==> src/rtl/gate_pkg.sv <==
// Constants shared by the gate datapath and its result FIFO.
// Also small sizing helpers so every file derives widths the same way.
package gate_pkg;

  localparam int GATE_WIDTH = 5;
  localparam int FIFO_DEPTH = 4;

  // Pointer width for a power-of-two depth.
  function automatic int fifo_ptr_w(input int depth);
    return $clog2(depth);
  endfunction

  // Occupancy needs one extra bit to represent the full value DEPTH.
  function automatic int fifo_cnt_w(input int depth);
    return $clog2(depth) + 1;
  endfunction

endpackage

==> src/rtl/gate_result_fifo_if.sv <==
// Producer/consumer bus between the upstream gate, the result FIFO and
// whatever drains it.
interface gate_result_fifo_if
  import gate_pkg::*;
#(
  parameter int WIDTH = GATE_WIDTH
);

  // A word moves on a rising edge only when its valid and ready are both high.
  // A valid that is not accepted is not a transfer. in_ready depends only on
  // registered FIFO state, so it never combinationally depends on out_ready.
  logic             in_valid;
  logic [WIDTH-1:0] in_data;
  logic             in_ready;
  logic             out_valid;
  logic [WIDTH-1:0] out_data;
  logic             out_ready;

  modport master (
    output in_valid,
    output in_data,
    output out_ready,
    input  in_ready,
    input  out_valid,
    input  out_data
  );

  modport slave (
    input  in_valid,
    input  in_data,
    input  out_ready,
    output in_ready,
    output out_valid,
    output out_data
  );

endinterface

==> src/rtl/gate_fifo_ptr.sv <==
// Wrap-around FIFO pointer: async reset, synchronous clear, increment enable.
// The depth is a power of two, so natural binary overflow provides the wrap.
module gate_fifo_ptr
  import gate_pkg::*;
#(
  parameter int DEPTH = FIFO_DEPTH
) (
  input  logic                         clk,
  input  logic                         rst,
  input  logic                         clr,
  input  logic                         inc,
  output logic [fifo_ptr_w(DEPTH)-1:0] ptr
);

  localparam int PW = fifo_ptr_w(DEPTH);

  logic [PW-1:0] ptr_q;
  logic [PW-1:0] ptr_d;

  // The clear takes priority over the increment.
  always_comb begin
    ptr_d = ptr_q;
    if (clr) begin
      ptr_d = '0;
    end else if (inc) begin
      ptr_d = ptr_q + PW'(1);
    end
  end

  always_ff @(posedge clk or posedge rst) begin
    if (rst) begin
      ptr_q <= '0;
    end else begin
      ptr_q <= ptr_d;
    end
  end

  assign ptr = ptr_q;

endmodule

==> src/rtl/gate_result_fifo.sv <==
// Small flop-based FIFO that buffers gate result words. Occupancy comes from
// registered state only, and the sticky overflow flag records dropped words.
module gate_result_fifo
  import gate_pkg::*;
#(
  parameter int WIDTH = GATE_WIDTH,
  parameter int DEPTH = FIFO_DEPTH
) (
  input  logic                         clk,
  input  logic                         rst,
  input  logic                         flush,
  gate_result_fifo_if.slave            bus,
  output logic [fifo_cnt_w(DEPTH)-1:0] count,
  output logic                         overflow
);

  localparam int PW = fifo_ptr_w(DEPTH);
  localparam int CW = fifo_cnt_w(DEPTH);

  logic [PW-1:0]    wr_ptr;
  logic [PW-1:0]    rd_ptr;
  logic [CW-1:0]    count_q;
  logic [CW-1:0]    count_d;
  logic             overflow_q;
  logic             overflow_d;
  logic [WIDTH-1:0] mem_q [DEPTH];
  logic [WIDTH-1:0] mem_d [DEPTH];
  logic             full;
  logic             empty;
  logic             push;
  logic             pop;

  assign full  = (count_q == CW'(DEPTH));
  assign empty = (count_q == '0);

  // Pop is gated by registered emptiness, so a word written on this edge
  // cannot leave on the same edge.
  assign push = bus.in_valid && !full && !flush;
  assign pop  = !empty && bus.out_ready && !flush;

  assign bus.in_ready  = !full;
  assign bus.out_valid = !empty;
  assign bus.out_data  = empty ? '0 : mem_q[rd_ptr];
  assign count         = count_q;
  assign overflow      = overflow_q;

  always_comb begin
    count_d    = count_q;
    overflow_d = overflow_q;
    if (flush) begin
      count_d    = '0;
      overflow_d = 1'b0;
    end else begin
      // An offer while full is dropped but always recorded, even with a pop.
      if (bus.in_valid && full) begin
        overflow_d = 1'b1;
      end
      case ({push, pop})
        2'b10:   count_d = count_q + CW'(1);
        2'b01:   count_d = count_q - CW'(1);
        default: count_d = count_q;
      endcase
    end
  end

  always_comb begin
    for (int i = 0; i < DEPTH; i++) begin
      mem_d[i] = mem_q[i];
    end
    if (push) begin
      mem_d[wr_ptr] = bus.in_data;
    end
  end

  always_ff @(posedge clk or posedge rst) begin
    if (rst) begin
      count_q    <= '0;
      overflow_q <= 1'b0;
    end else begin
      count_q    <= count_d;
      overflow_q <= overflow_d;
    end
  end

  // Storage has no reset; validity is defined by pointers and count alone.
  always_ff @(posedge clk) begin
    for (int i = 0; i < DEPTH; i++) begin
      mem_q[i] <= mem_d[i];
    end
  end

  gate_fifo_ptr #(
    .DEPTH (DEPTH)
  ) u_wr_ptr (
    .clk (clk),
    .rst (rst),
    .clr (flush),
    .inc (push),
    .ptr (wr_ptr)
  );

  gate_fifo_ptr #(
    .DEPTH (DEPTH)
  ) u_rd_ptr (
    .clk (clk),
    .rst (rst),
    .clr (flush),
    .inc (pop),
    .ptr (rd_ptr)
  );

endmodule
==> src/flat_wrapper.sv <==
// flat-port wrapper written by rule: the top's interface ports become plain ports
module gate_result_fifo_flat import gate_pkg::*;
#(
  parameter int WIDTH = GATE_WIDTH,
  parameter int DEPTH = FIFO_DEPTH
)
  (clk, rst, flush, count, overflow, bus_in_valid, bus_in_data, bus_out_ready, bus_in_ready, bus_out_valid, bus_out_data);
  gate_result_fifo_if #(.WIDTH(WIDTH)) bus_i ();
  input  logic clk;
  input  logic rst;
  input  logic flush;
  output logic [fifo_cnt_w(DEPTH)-1:0] count;
  output logic overflow;
  input wire logic [$bits(bus_i.in_valid)-1:0] bus_in_valid;
  input wire logic [$bits(bus_i.in_data)-1:0] bus_in_data;
  input wire logic [$bits(bus_i.out_ready)-1:0] bus_out_ready;
  output wire logic [$bits(bus_i.in_ready)-1:0] bus_in_ready;
  output wire logic [$bits(bus_i.out_valid)-1:0] bus_out_valid;
  output wire logic [$bits(bus_i.out_data)-1:0] bus_out_data;
  assign bus_i.in_valid = bus_in_valid;
  assign bus_i.in_data = bus_in_data;
  assign bus_i.out_ready = bus_out_ready;
  assign bus_in_ready = bus_i.in_ready;
  assign bus_out_valid = bus_i.out_valid;
  assign bus_out_data = bus_i.out_data;
  gate_result_fifo #(.WIDTH(WIDTH), .DEPTH(DEPTH)) u_core (.clk(clk), .rst(rst), .flush(flush), .bus(bus_i), .count(count), .overflow(overflow));
endmodule
==> config.mk <==
export PLATFORM = sky130hd
export DESIGN_NAME = gate_result_fifo_flat
export DESIGN_NICKNAME = d
export VERILOG_FILES = /design/src/rtl/gate_pkg.sv /design/src/rtl/gate_result_fifo_if.sv /design/src/rtl/gate_fifo_ptr.sv /design/src/rtl/gate_result_fifo.sv /design/src/flat_wrapper.sv
export SDC_FILE = /design/constraint.sdc
export NUM_CORES = 1
export LEC_CHECK = 0
export ABC_AREA = 1
export CORE_ASPECT_RATIO = 0.6
export CORE_MARGIN = 2
export CORE_UTILIZATION = 55
export CTS_BUF_LIST = sky130_fd_sc_hd__clkbuf_4 sky130_fd_sc_hd__clkbuf_8
export DETAILED_ROUTE_END_ITERATION = 7
export DONT_BUFFER_PORTS = 1
export GPL_TIMING_DRIVEN = 1
export PLACE_DENSITY_LB_ADDON = 0.2
export SLEW_MARGIN = 15
export SYNTH_ARGS = -nofsm -noshare
export SYNTH_HDL_FRONTEND = slang
export SYNTH_SLANG_ARGS = --single-unit
==> constraint.sdc <==
create_clock -name clk -period 3.7 [get_ports clk]
set_input_delay 0.37 -clock clk [delete_from_list [all_inputs] [get_ports clk]]
set_output_delay 0.37 -clock clk [all_outputs]
set_load 0.01 [all_outputs]
==> metrics.md, run 1 <==
| Metric | Value |
|---|---|
| Status | `finished clean` |
| Prevailing post-synth register cell | `edfxtp_1` |
| Antenna Nets Post-Route | `0` |
| Setup TNS | `0 ps` |
| Hold path depth | `1` |
| EDFF count, synth | `20` |
| Die W | `67.7 um` |
| Final setup fails | `0` |
| CTS sink count | `28` |
| Std cell rows | `13` |
| Mapped Nets | `144` |
| Power share of the combinational group | `27.8%` |
| Reg2Reg Depth | `13` |
| Gate Count Post-Synth | `129` |
| Die footprint | `2860 um2` |
| Reg clk slew, reported paths | `90 ps` |
| CP required | `3870 ps` |
| Yosys reg bits | `28` |
| Skew final | `2.55 ps` |
| Register area share after synthesis | `59.8%` |
| FMAX | `489 MHz` |
| Total track usage | `18.3%` |
| Minimum clock period | `2040 ps` |
| Number of max-cap violations | `0` |
| First-pass GRT wire length | `3.70 mm` |
| Critical path origin | `u_core.count[0]` |
| DR WL/cell | `14.8 um` |
| Unrepaired setup endpoints after global routing | `no` |
| Synthesis-to-finish area growth | `8.22%` |
| Post-synth ARST share | `28.6%` |
| Psw | `315 uW` |
| Max-slew violations | `0` |
| Drt pass-1 iters | `4` |
| Synth cell count leaders | `24 x nor2_1, 20 x edfxtp_1, 16 x inv_1, 15 x nand2_1, 10 x o21ai_0` |
| Slew of the pin with the lowest slew margin | `525 ps` |
| R2r setup slk | `1660 ps` |
| Crit. End Element | `flip-flop` |
| Synth top area cells | `edfxtp_1 45%, dfrtp_1 15%, nor2_1 6.7%` |
| Post-DP HPWL | `1.83 mm` |
| Synth top area share | `44.9%` |
| Leakage power | `0.596 nW` |
| Largest net degree at the start of global routing | `17` |
| Vias | `868` |
| DR vias/cell | `5.36` |
| Seq pwr share | `46.5%` |
| Core area | `2230 um2` |
| Top cell type by total area after synthesis | `edfxtp_1` |
| Final cycle utilization of the critical path | `55.2%` |
| Die height | `42.2 um` |
| Final Hold Fails | `0` |
| Vias in the first global route | `777` |
| Layout cells sized above 1 | `13.6%` |
| Switch share | `34.7%` |
| CTS tree | `done` |
| Global route total overflow | `0` |
| Hold Crit Start | `flush` |
| Power share of the clock group | `25.7%` |
| Max VDD drop | `270 uV` |
| Power per Cell Area | `628 nW/um2` |
| Post-CTS sizing | `0` |
| Hold WC Path Type | `in2reg` |
| DR iter-0 viols | `98` |
| Critical Path Source Type | `flip-flop` |
| Initial Util | `60.1%` |
| Ys Warns | `0` |
| Gpl congestion | `0.787` |
| Count of cell types in the netlist | `22` |
| DRC viols | `0` |
| Setup WS pre-CTS | `1670 ps` |
| Total CTS buffers | `3` |
| Final nets | `148` |
| Syn Area/Cell | `10.4 um2` |
| Clock root cell | `clkbuf_8` |
| Setup Buffers After CTS | `0` |
| Arrival @ worst endpoint | `2210 ps` |
| Worst skew pair latency | `270 ps` |
| Crit Path Class | `reg2reg` |
| Max clock buf depth | `2` |
| Critical-path maximum fanout | `5` |
| Reg-to-reg startpoint | `u_core.count[0]` |
| Final WL | `2.40 mm` |
| Setup ws final | `1660 ps` |
| Count leader, synth | `nor2_1` |
| Initial antenna violation count | `0` |
| Filler instances | `165` |
| CTS HTree Levels | `1` |
| Ports | `21` |
| Max-slew headroom | `64.9%` |
| Antenna diodes | `0` |
| Internal Power | `594 uW` |
| Mapped Area | `1340 um2` |
| Buffers on Ports | `0` |
## flip-flops by register name (all words and copies together), names as in the netlist
register	flops
u_core.count	3
u_core.mem_q	20
u_core.overflow	1
u_core.u_rd_ptr.ptr	2
u_core.u_wr_ptr.ptr	2
## cell usage in the layout, fill, tap and decap left out, types with 2 or more instances in the layout
| master | Yosys | layout |
|---|---|---|
| nor2_1 | 24 | 24 |
| edfxtp_1 | 20 | 20 |
| inv_1 | 16 | 16 |
| nand2_1 | 15 | 15 |
| o21ai_0 | 10 | 10 |
| a21oi_1 | 8 | 8 |
| dfrtp_1 | 8 | 8 |
| nand2_2 | 5 | 5 |
| o21ai_1 | 4 | 4 |
| ha_1 | 4 | 4 |
| nand2_4 | 3 | 3 |
| clkbuf_8 | 0 | 3 |
| nand3_1 | 2 | 2 |
## per-stage QoR
stage / std cells / hold slack (ps) / utilization (%) / area (um2) / power, mW
finish: 162 / 148 / 65.0 / 1450 / 0.910
global route: 162 / 138 / 65.0 / 1450 / 0.958
CTS: 162 / 147 / 65.0 / 1450 / 0.913
detailed placement: 157 / 232 / 61.4 / 1370 / 0.681
global placement: 157 / 225 / 61.4 / 1370 / 0.669
floorplan: 129 / 186 / - / 1340 / 0.628
## area by class of cell
cell class	count	area [um2]	area share [%]
Timing Repair Buffer	1	10.0	0.691
Tap cell	30	37.5	2.59
Inverter	17	63.8	4.40
Clock inverter	1	30.0	2.07
Sequential cell	28	801	55.3
Multi-Input combinational cell	82	465	32.1
Clock buffer	3	41.3	2.85
## metal layers
layer | wire length, um | track usage (%)
met5 | 0 | 0
met4 | 6 | 2.86
met3 | 282 | 7.26
met2 | 1070 | 26.3
met1 | 1040 | 26.8
## kinds of logic after synthesis
logic type	count (synthesis)	synth area share, %
xor gates and xnor gates	1	0.654
AOI/OAI and AO/OA	24	9.72
adders and majority gates	5	5.23
DFF	28	59.8
buffers and inverters	19	5.42
and+or+nand+nor	52	19.2
## path summary, 6_finish.rpt
| kind | to |
|---|---|
| setup / recovery | u_core.count[2] |
| hold / removal | u_core.overflow |
| setup reg to reg | u_core.count[2] |
| hold reg to reg | u_core.overflow |
| max in group asynchronous | u_core.u_wr_ptr.ptr[1] |
| min in group asynchronous | u_core.count[2] |
## power by group through the flow
stage / registers, mW / logic [mW] / clock network (mW)
2_1_floorplan: 0.411 / 0.217 / 0
6_report: 0.423 / 0.253 / 0.234
5_1_grt: 0.428 / 0.279 / 0.250
3_5_place_dp: 0.430 / 0.251 / 0
4_1_cts: 0.423 / 0.253 / 0.237
3_3_place_gp: 0.428 / 0.242 / 0
## critical path: stages, from the launching register on
cell	delay, ps
dfrtp_1	500
nor2_4	220
nand2_2	130
nand2_4	110
nor2_2	40
nand2_1	70
inv_1	50
fa_1	370
xnor2_1	190
inv_1	60
nand2_1	60
nand2_1	40
nand2_1	60
nand2_1	50
## timing repair
action | CTS | global route
endpoints found under the hold margin | 8 | 0
hold buffers | 1 | 0
endpoints found under the setup margin | 0 | 0
Note: power is estimated with default switching activity, not from simulation.
==> inputs of run 2 (changes only) <==
- clock period: 3.7 -> 1.85 ns (I/O delays scaled with it)
==> run 2 against run 1 <==
Against the previous run:
- the flow now finishes with violations (setup timing)
- first-iteration DRC count unchanged
- routed wire length up 23%
- register-to-register slack worse by 1700 ps
- clock power up 50%
- critical path type unchanged
- critical endpoint unchanged
==> metrics.md, run 2 (synthesis gave the netlist of run 1 again) <==
| Metric | Value |
|---|---|
| Status | `complete, but fails checks` |
| Failing checks | `setup timing` |
| Vias in the first global route | `874` |
| Die height | `42.2 um` |
| Skew final | `4.40 ps` |
| Switch share | `37.3%` |
| Die W | `67.7 um` |
| Reg-to-reg startpoint | `u_core.count[0]` |
| Max-slew violations | `0` |
| Std cell rows | `13` |
| Slew of the pin with the lowest slew margin | `340 ps` |
| Max-slew headroom | `77.1%` |
| Finished Layout Cells | `180` |
| CTS HTree Levels | `1` |
| Cell family with most CP delay | `simple AND/OR/NAND/NOR gates` |
| Reg clk slew, reported paths | `90 ps` |
| Hold path depth | `2` |
| Commonest non-fill, non-tap cell in the layout | `nor2_1` |
| Crit. End Element | `flip-flop` |
| Finished Core Util | `72.5%` |
| Critical path origin | `u_core.count[0]` |
| Global route total overflow | `0` |
| Setup TNS | `-88.4 ps` |
| Max clock buf depth | `2` |
| Leakage power | `0.664 nW` |
| Biggest register | `u_core.mem_q` |
| Final setup fails | `2` |
| Setup WS pre-CTS | `-14.4 ps` |
| Top Layer Used | `met4` |
| Arrival @ worst endpoint | `2110 ps` |
| CP required | `2020 ps` |
| Critical Path Source Type | `flip-flop` |
| Unrepaired setup endpoints after global routing | `yes` |
| Largest net degree at the start of global routing | `16` |
| Ports | `21` |
| Worst path bufs/invs | `2` |
| DR vias/cell | `5.27` |
| Clock root cell | `clkbuf_8` |
| DRC viols | `0` |
| Crit Path Class | `reg2reg` |
| Gpl congestion | `0.888` |
| FMAX | `517 MHz` |
| Critical path's most frequent cell | `nand2_1` |
| Max FFs per register | `20` |
| Tot Pwr | `1.92 mW` |
| Seq pwr share | `42.5%` |
| Final WL | `2.96 mm` |
| Vias | `949` |
| Initial antenna violation count | `0` |
| Power per Cell Area | `1190 nW/um2` |
| Worst skew pair latency | `280 ps` |
| Final Hold Fails | `0` |
| Hold WC Path Type | `in2reg` |
| Post-DP HPWL | `2.02 mm` |
| Initial Util | `60.1%` |
| Max VDD drop | `642 uV` |
| Number of max-cap violations | `0` |
| DR iter-0 viols | `98` |
| DR WL met3 | `210 um` |
| Synthesis-to-finish area growth | `20.7%` |
| Total track usage | `22.3%` |
| Drt pass-1 iters | `5` |
| CTS tree | `done` |
| Placed instance count | `165` |
| Setup ws final | `-84.5 ps` |
| Reg2Reg Depth | `13` |
| DR WL/cell | `16.5 um` |
| Final cycle utilization of the critical path | `105%` |
| Hold Crit Start | `bus_in_valid` |
| Max stage delay on crit path | `430 ps` |
| Power share of the combinational group | `39.2%` |
| Antenna diodes | `0` |
| Power share of the clock group | `18.3%` |
| Commonest cells after routing, fill and taps aside | `24 x nor2_1, 20 x edfxtp_1, 14 x inv_1, 14 x nand2_1, 12 x buf_4` |
| CTS sink count | `28` |
| Critical-path maximum fanout | `4` |
| Max stage delay cell, worst path | `dfrtp_2` |
| Internal Power | `1.21 mW` |
| Core area | `2230 um2` |
| Total CTS buffers | `3` |
| Design area | `1620 um2` |
| Minimum clock period | `1930 ps` |
| Number of stages on the worst setup path | `13` |
| Buffers on Ports | `0` |
| First-pass GRT wire length | `4.45 mm` |
| M1 WL | `1.30 mm` |
| Final nets | `166` |
| Hold WS | `63.0 ps` |
| Psw | `717 uW` |
| CP Cell Sequence | `nor2_4, nand2_2, nand2_4, nor2_4, nand2_2, inv_2, fa_2, xnor2_2, inv_1, nand2_1, nand2_1, nand2_1, nand2_1` |
| Layout cells sized above 1 | `27.3%` |
| Antenna Nets Post-Route | `0` |
| DP Area | `1430 um2` |
| Die footprint | `2860 um2` |
| Met2 WL | `1.39 mm` |
run 2: cell count changes in the layout (fill, tap and decap cells not counted), sizes merged:
cell and change:
buf +12, clkinvlp +1, bufinv -1, inv -1, dlygate4sd3 +6, clkbuf +1
run 2: power groups by stage:
stage	combinational, mW	clock (mW)	sequential [mW]
floorplan	0.433	0	0.824
global placement	0.582	0	0.826
detailed placement	0.600	0	0.832
CTS	0.653	0.362	0.817
global route	0.823	0.379	0.830
finish	0.753	0.352	0.817
run 2: timing repair:
| item | in CTS | in global routing |
|---|---|---|
| hold buffers | 7 | 0 |
| gates resized for setup | 1 | 10 |
| hold endpoints to repair | 29 | 0 |
| cloned | 0 | 0 |
| endpoints found under the setup margin | 1 | 5 |
| pin swaps | 4 | 8 |
| setup buffers | 2 | 2 |
run 2: cell type report:
type	instances	area, um2
clock buffers	4	48.8
well taps	30	37.5
flip-flops and latches	28	803
inverters	17	67.6
repair buffers	19	160
fillers	152	613
multi-input cells	82	498
run 2: routing by layer:
metal  GRT usage, %  vias up
met5              0        -
met4           6.94        0
met3           6.72        8
met2           33.5       33
met1           31.2      445
li1               -      463
run 2: final timing paths:
check	to	slack, ps
max	u_core.count[2]	-80
min	u_core.overflow	60
min reg2reg	u_core.overflow	570
max in group asynchronous	u_core.u_rd_ptr.ptr[0]	1260
max reg2reg	u_core.count[2]	-80
min in group asynchronous	u_core.u_wr_ptr.ptr[0]	310
==> inputs of run 3 (changes only) <==
- CTS_CLUSTER_SIZE: unset -> 14
- SLEW_MARGIN: 15 -> 10
==> results of run 3 <==
Same layout as run 2: the final DEF is identical, and so are final timing and power.
